### config.mk
export PLATFORM = sky130hd
export DESIGN_NAME = conv1_buf_ctrl
export DESIGN_NICKNAME = d
export VERILOG_FILES = /design/src/rtl/conv1_buf_ctrl.sv
export SDC_FILE = /design/constraint.sdc
export NUM_CORES = 1
export LEC_CHECK = 0
export CORE_ASPECT_RATIO = 0.7
export CORE_MARGIN = 4
export CORE_UTILIZATION = 46
export DETAILED_ROUTE_END_ITERATION = 16
export PLACE_DENSITY_LB_ADDON = 0.12
export RECOVER_POWER = 50
export SYNTH_ARGS = -nofsm -noshare
export SYNTH_HDL_FRONTEND = slang
export SYNTH_SLANG_ARGS = --single-unit
export TNS_END_PERCENT = 20
### constraint.sdc
create_clock -name clk -period 2.8 [get_ports clk]
set_input_delay 0.7 -clock clk [delete_from_list [all_inputs] [get_ports clk]]
set_output_delay 0.7 -clock clk [all_outputs]
set_load 0.1 [all_outputs]
### src/rtl/conv1_buf_ctrl.sv
// Frame sequencer for the layer-1 conv window buffer: raster-reads one image from
// single-port memory, streams pixels downstream and flags complete windows.
module conv1_buf_ctrl #(
    parameter int WIDTH       = 28,
    parameter int HEIGHT      = 28,
    parameter int FILTER_SIZE = 5,
    parameter int DATA_BITS   = 8,
    parameter int ADDR_BITS   = 10
) (
    input  logic                 clk,
    input  logic                 rst_n,
    input  logic                 start,
    input  logic                 out_ready,
    output logic                 img_rd_en,
    output logic [ADDR_BITS-1:0] img_addr,
    input  logic [DATA_BITS-1:0] img_data,
    output logic [DATA_BITS-1:0] pix_out,
    output logic                 pix_valid,
    output logic                 win_valid,
    output logic [4:0]           win_row,
    output logic [4:0]           win_col,
    output logic                 busy,
    output logic                 done,
    output logic [1:0]           state_dbg
);

    typedef enum logic [1:0] {
        IDLE  = 2'd0,
        FETCH = 2'd1,
        DRAIN = 2'd2,
        DONE  = 2'd3
    } state_t;

    localparam logic [ADDR_BITS-1:0] LAST_ADDR = ADDR_BITS'(WIDTH * HEIGHT - 1);
    localparam logic [4:0]           COL_LAST  = 5'(WIDTH - 1);
    localparam logic [4:0]           ROW_LAST  = 5'(HEIGHT - 1);
    localparam logic [4:0]           WIN_OFS   = 5'(FILTER_SIZE - 1);

    state_t               state;
    state_t               state_nxt;
    logic                 frame_start;
    logic [ADDR_BITS-1:0] rd_cnt;
    logic [4:0]           prow;
    logic [4:0]           pcol;

    // Handshake: a read issues only while out_ready=1; its pixel appears with
    // pix_valid exactly one cycle later regardless of out_ready, so downstream
    // must absorb one beat after dropping out_ready.
    always_comb begin
        state_nxt   = state;
        frame_start = 1'b0;
        img_rd_en   = 1'b0;
        busy        = 1'b0;
        done        = 1'b0;
        case (state)
            IDLE: begin
                if (start) begin
                    state_nxt   = FETCH;
                    frame_start = 1'b1;
                end
            end
            FETCH: begin
                busy      = 1'b1;
                img_rd_en = out_ready;
                if (out_ready && rd_cnt == LAST_ADDR) begin
                    state_nxt = DRAIN;
                end
            end
            DRAIN: begin
                busy      = 1'b1;
                state_nxt = DONE;
            end
            DONE: begin
                done      = 1'b1;
                state_nxt = IDLE;
            end
            default: state_nxt = IDLE;
        endcase
    end

    always_ff @(posedge clk) begin
        if (rst_n) begin
            state     <= IDLE;
            rd_cnt    <= '0;
            pix_valid <= 1'b0;
            prow      <= '0;
            pcol      <= '0;
        end else begin
            state     <= state_nxt;
            pix_valid <= img_rd_en;

            if (frame_start) begin
                rd_cnt <= '0;
            end else if (img_rd_en) begin
                rd_cnt <= rd_cnt + ADDR_BITS'(1);
            end

            // Position tracks the pixel currently on pix_out; it steps after acceptance.
            if (frame_start) begin
                prow <= '0;
                pcol <= '0;
            end else if (pix_valid) begin
                if (pcol == COL_LAST) begin
                    pcol <= '0;
                    prow <= (prow == ROW_LAST) ? 5'd0 : prow + 5'd1;
                end else begin
                    pcol <= pcol + 5'd1;
                end
            end
        end
    end

    assign img_addr  = img_rd_en ? rd_cnt : '0;
    assign pix_out   = img_data;
    assign win_valid = pix_valid && (prow >= WIN_OFS) && (pcol >= WIN_OFS);
    assign win_row   = win_valid ? prow - WIN_OFS : 5'd0;
    assign win_col   = win_valid ? pcol - WIN_OFS : 5'd0;
    assign state_dbg = state;

endmodule

# ---- Yosys cells after proc, flatten, opt, wreduce, memory -nomap -nowiden
# Cells that the tools add are included.
dict set report classes {
  n_addsub 5
  order_cmp 2
  eq_ne 8
  n_mux 13
  reduce_logical 8
}
# op n
set op_table {}
lappend op_table {{$mux 5} 4}
lappend op_table {{$add 10x1->10 const B} 1}
lappend op_table {{$add 5x1->5 const B} 2}
lappend op_table {{$eq 10x10->1 const B} 1}
lappend op_table {{$eq 5x5->1 const B} 2}
lappend op_table {{$ge 5x3->1 const B} 2}
lappend op_table {{$mux 10} 1}
lappend op_table {{$sub 5x3->5 const B} 2}
lappend op_table {{$pmux 2 s4} 1}
lappend op_table {{$mux 1} 5}
lappend op_table {{$eq 2x2->1 const B} 2}
lappend op_table {{$mux 2} 2}
lappend op_table {{$ne 2x2->1 const B} 2}
lappend op_table {{$reduce_and 2->1} 2}
lappend op_table {{$reduce_or 2->1} 2}
lappend op_table {{$logic_and 1x1->1} 3}
lappend op_table {{$eq 2x1->1 const B} 1}
lappend op_table {{$logic_not 2->1} 1}
dict set report word_totals {
  register_bits 23
  input_bits 12
  out_inout_bits 35
  word_cells 41
}

# ---- Logic depth before layout (Yosys ltp)
dict set report depth {
  ltp_word 4
  depth_mapped 7
}

# ---- Worst setup path after synthesis
# No wires, ideal clock.
dict set report synth_path {
  path_kind {register to output}
  from {register pix_valid}
  to {output win_row[4]}
  t_arrival_ns 3.106
  required_ns 2.100
  path_slack_ns -1.006
  path_stages_with_launch 5
  path_buffers 2
  cell_sequence {dfxtp_1 -> buf_2 -> or3b_1 -> clkbuf_1 -> nor2_1}
}
dict set report synth_between {
  elab_chain_cells 3
}
# element line
set synth_rtl {}
lappend synth_rtl {{from (decl)} 18} ;# output logic pix_valid,
lappend synth_rtl {{from (signal assigned)} 90} ;# pix_valid <= img_rd_en;
lappend synth_rtl {{$logic_and 1x1->1 (2 in a row)} 115} ;# assign win_valid = pix_valid && (prow >= WIN_OFS) && (pcol >= WIN_OFS);
lappend synth_rtl {{$mux 5} 116} ;# assign win_row = win_valid ? prow - WIN_OFS : 5'd0;
lappend synth_rtl {{to (decl)} 20} ;# output logic [4:0] win_row,
# Every way passes these cells.

# ---- Worst setup path after layout
dict set report layout_path {
  from {register prow[3]}
  to {output win_col[4]}
}
dict set report layout_between {
  elab_chain_cells 4
}
# element line
set layout_rtl {}
lappend layout_rtl {{from (decl)} 43} ;# logic [4:0] prow;
lappend layout_rtl {{from (signal assigned)} 105} ;# prow <= (prow == ROW_LAST) ? 5'd0 : prow + 5'd1;
lappend layout_rtl {{$ge 5x3->1} 115}
lappend layout_rtl {{$logic_and 1x1->1 (2 in a row)} 115}
lappend layout_rtl {{$mux 5} 117} ;# assign win_col = win_valid ? pcol - WIN_OFS : 5'd0;
lappend layout_rtl {{to (decl)} 21} ;# output logic [4:0] win_col,
# Every way passes these cells.

==> results by group <==
Setup path
  • Worst setup SP type: flip-flop
  • R2R Path End: rd_cnt[9]
  • CP arrival: around 2.0 ns
  • Reg2reg path depth: 6
  • CP endpoint kind: output port
  • Worst Setup EP: win_col[4]
  • Worst r2r src: state_dbg[1]
  • Crit. Startpoint: prow[3]
  • Crit Path Category: reg -> out
  • Reg2reg setup slack: 0.98 ns
  • Critical path fanouts, max: 5
  • CP required: ~2.1 ns

STA
  • Final setup fails: 0
  • Clock Skews: around 0.0028 ns
  • Worst slew margin: 0.228
  • Measured slew at the worst slew-check pin: around 1.2 ns
  • Final period utilization: 0.968
  • Hold Vio Cnt, Final: 0
  • Minimum clock period after layout: about 2.7 ns
  • Fin Setup TNS: 0 ns
  • Max Slew Vio Count: 0
  • FMAX: around 370 MHz

Drt
  • First-pass DRT Iterations: 7
  • Drc violations: 0
  • Routed WL per cell: ~14 µm
  • Routed vias/inst: 5.36
  • ANT nets after route: 0
  • Total wire length: around 3300 µm
  • Initial DRC Count: 60
  • Via count of the routed design: between 1k and 1.5k

Clocking
  • Clk buf depth: 2
  • Cts hold-fix bufs: 0
  • Clock transition at path regs: 0.08 ns
  • Postcts setup bufs: 0
  • CTS tree: built
  • Clk_lat worst skew: about 0.26 ns
  • Cts bufs inserted: 3
  • CTS root buf: clkbuf_8
  • Post-CTS Resized: 0
  • CTS sink count: 23
  • H-tree Lvls: 1

Flow run
  • Max-cap violations: 0

Synthesis
  • Seq cells post-synth: 23
  • Post-Syn Area: between 1000 and 1500 µm²
  • Cells after Synth: approximately 180
  • Ys Warns: 0
  • Yosys cell types: 35
  • Syn_nets: 207
  • Ys flop type: dfxtp_1
  • Register area share after synthesis: 0.314
  • Ys async rst share: 0
  • Avg Cell Area, Syn: just over 8 µm²
  • EDFF count, synth: 0

Global route
  • First-pass GRT wire length: about 5500 µm
  • Vias in the first global route: roughly 1.2k
  • Initial antenna violation count: 0
  • Largest net degree at the start of global routing: 15
  • Grt ovf: 0
  • GRT Util Overall: 0.165

Final layout
  • Filler Cell Count: approximately 230
  • Finished Cell Area: about 2100 µm²
  • # diodes: 0
  • Syn-to-layout area delta: 42.0%
  • Fraction of layout cells with a size suffix above 1: 0.238
  • Nets: 233

Place
  • Global placement routability congestion: about 0.9
  • PortBufs: 30
  • Placed standard-cell area: 2040 µm²
  • Post-DP HPWL: around 2600 µm

Pwr
  • P per Cell Area: roughly 500 nW/µm²
  • Leakage: between 0.8 and 0.9 nW
  • Total power draw: approximately 1.0 mW
  • Max VDD drop: 0.761 mV

Floorplanning
  • Die Ht: between 50 and 60 µm
  • # rows: 16
  • Num ports: between 40 and 50
  • Initial Util: 0.502
  • CORE AREA: 2920 µm²
  • Die area: about 4200 µm²
  • Die Width: about 76 µm

Worst hold path
  • Hold crit path type: reg -> reg
  • Min-delay src: prow[1]

Status
  • Status: complete, no violations
cells in the final DEF, fill, tap and decap left out, types with 2 or more instances in the layout:
cell type	n
nor3_1	2
ha_1	18
nand2_1	14
nand4_1	6
clkbuf_8	3
dlygate4sd3_1	2
clkbuf_1	6
a31oi_1	2
o21ai_1	2
and3_1	10
xor2_1	6
inv_1	12
and4_1	2
mux2i_1	3
nor2_1	18
xnor2_1	9
nor2_4	9
nand2b_1	2
a21oi_1	6
buf_12	22
nand3_1	4
a2111oi_2	2
dfxtp_1	21
buf_4	3
logic make-up (layout without fill, tap and decap cells):
| group | count (synthesis) | after routing | share of synthesized area |
|---|---|---|---|
| xor+xnor | 15 | 15 | 0.0895 |
| flops | 23 | 23 | 0.314 |
| fa+ha+maj | 18 | 18 | 0.153 |
| simple gates | 75 | 75 | 0.254 |
| buf+inv | 26 | 51 | 0.0904 |
| mux | 3 | 3 | 0.0205 |
| compound gates | 17 | 17 | 0.0784 |
state kept, by name, indices dropped and copies added (netlist names):
signal	count
pcol	5
rd_cnt	10
prow	5
state_dbg	2
pix_valid	1
per-layer routing:
metal	up-vias	share of wire	GRT usage
li1	632	-	-
met1	602	0.46	0.223
met2	33	0.48	0.257
met3	8	0.050	0.0489
met4	0	0.0090	0.0349
met5	-	0	0
critical path, cell delays in order (launching register included):
cell       delay [ns]
dfxtp_1          0.45
inv_1            0.12
ha_1             0.21
a2111oi_2        0.34
or3b_1           0.20
buf_4            0.19
nor2_2           0.07
buf_12           0.16
worst min path at each step:
stage          endpoint  depth (start not counted)
5_1_grt         prow[1]                          2
4_1_cts         prow[1]                          2
3_5_place_dp    prow[1]                          2
3_3_place_gp    prow[1]                          2
2_1_floorplan   prow[1]                          2
6_report        prow[1]                          2
area by class of cell:
type / count / area, µm² / share of cell area
clock buffers: 4 / 45.0 / 0.0216
repair buffers: 34 / 523 / 0.251
flip-flops and latches: 23 / 465 / 0.223
multi-input cells: 128 / 957 / 0.459
inverters: 13 / 48.8 / 0.0234
well taps: 36 / 45.0 / 0.0216
report_power, final:
part           total, mW  switching (mW)  internal (mW)
clock              0.202           0.100          0.102
combinational      0.462           0.358          0.104
sequential         0.373          0.0274          0.346
stage by stage:
stage / utilization / instances / hold WS (ns) / worst slack [ns]
CTS: 0.714 / 238 / 0.527 / 0.00545
detailed placement: 0.698 / 234 / 0.516 / 0.237
floorplan: - / 177 / 0.462 / -0.188
global placement: 0.698 / 234 / 0.474 / 0.267
finish: 0.713 / 238 / 0.522 / 0.0891
global route: 0.713 / 238 / 0.542 / -0.0255
cell usage after synthesis (3+ instances only):
master    instances  area share
nor2_1           28       0.072
dfxtp_1          23        0.31
and3_1           10       0.043
a21oi_1           6       0.020
xor2_1            6       0.036
nand2_1          14       0.036
nand4_1           6       0.026
xnor2_1           9       0.054
clkbuf_1          3      0.0077
ha_1             18        0.15
inv_1            11       0.028
buf_4             8       0.041
nand3_1           4       0.014
mux2i_1           3       0.020
Power figures use the tool's default switching activity.
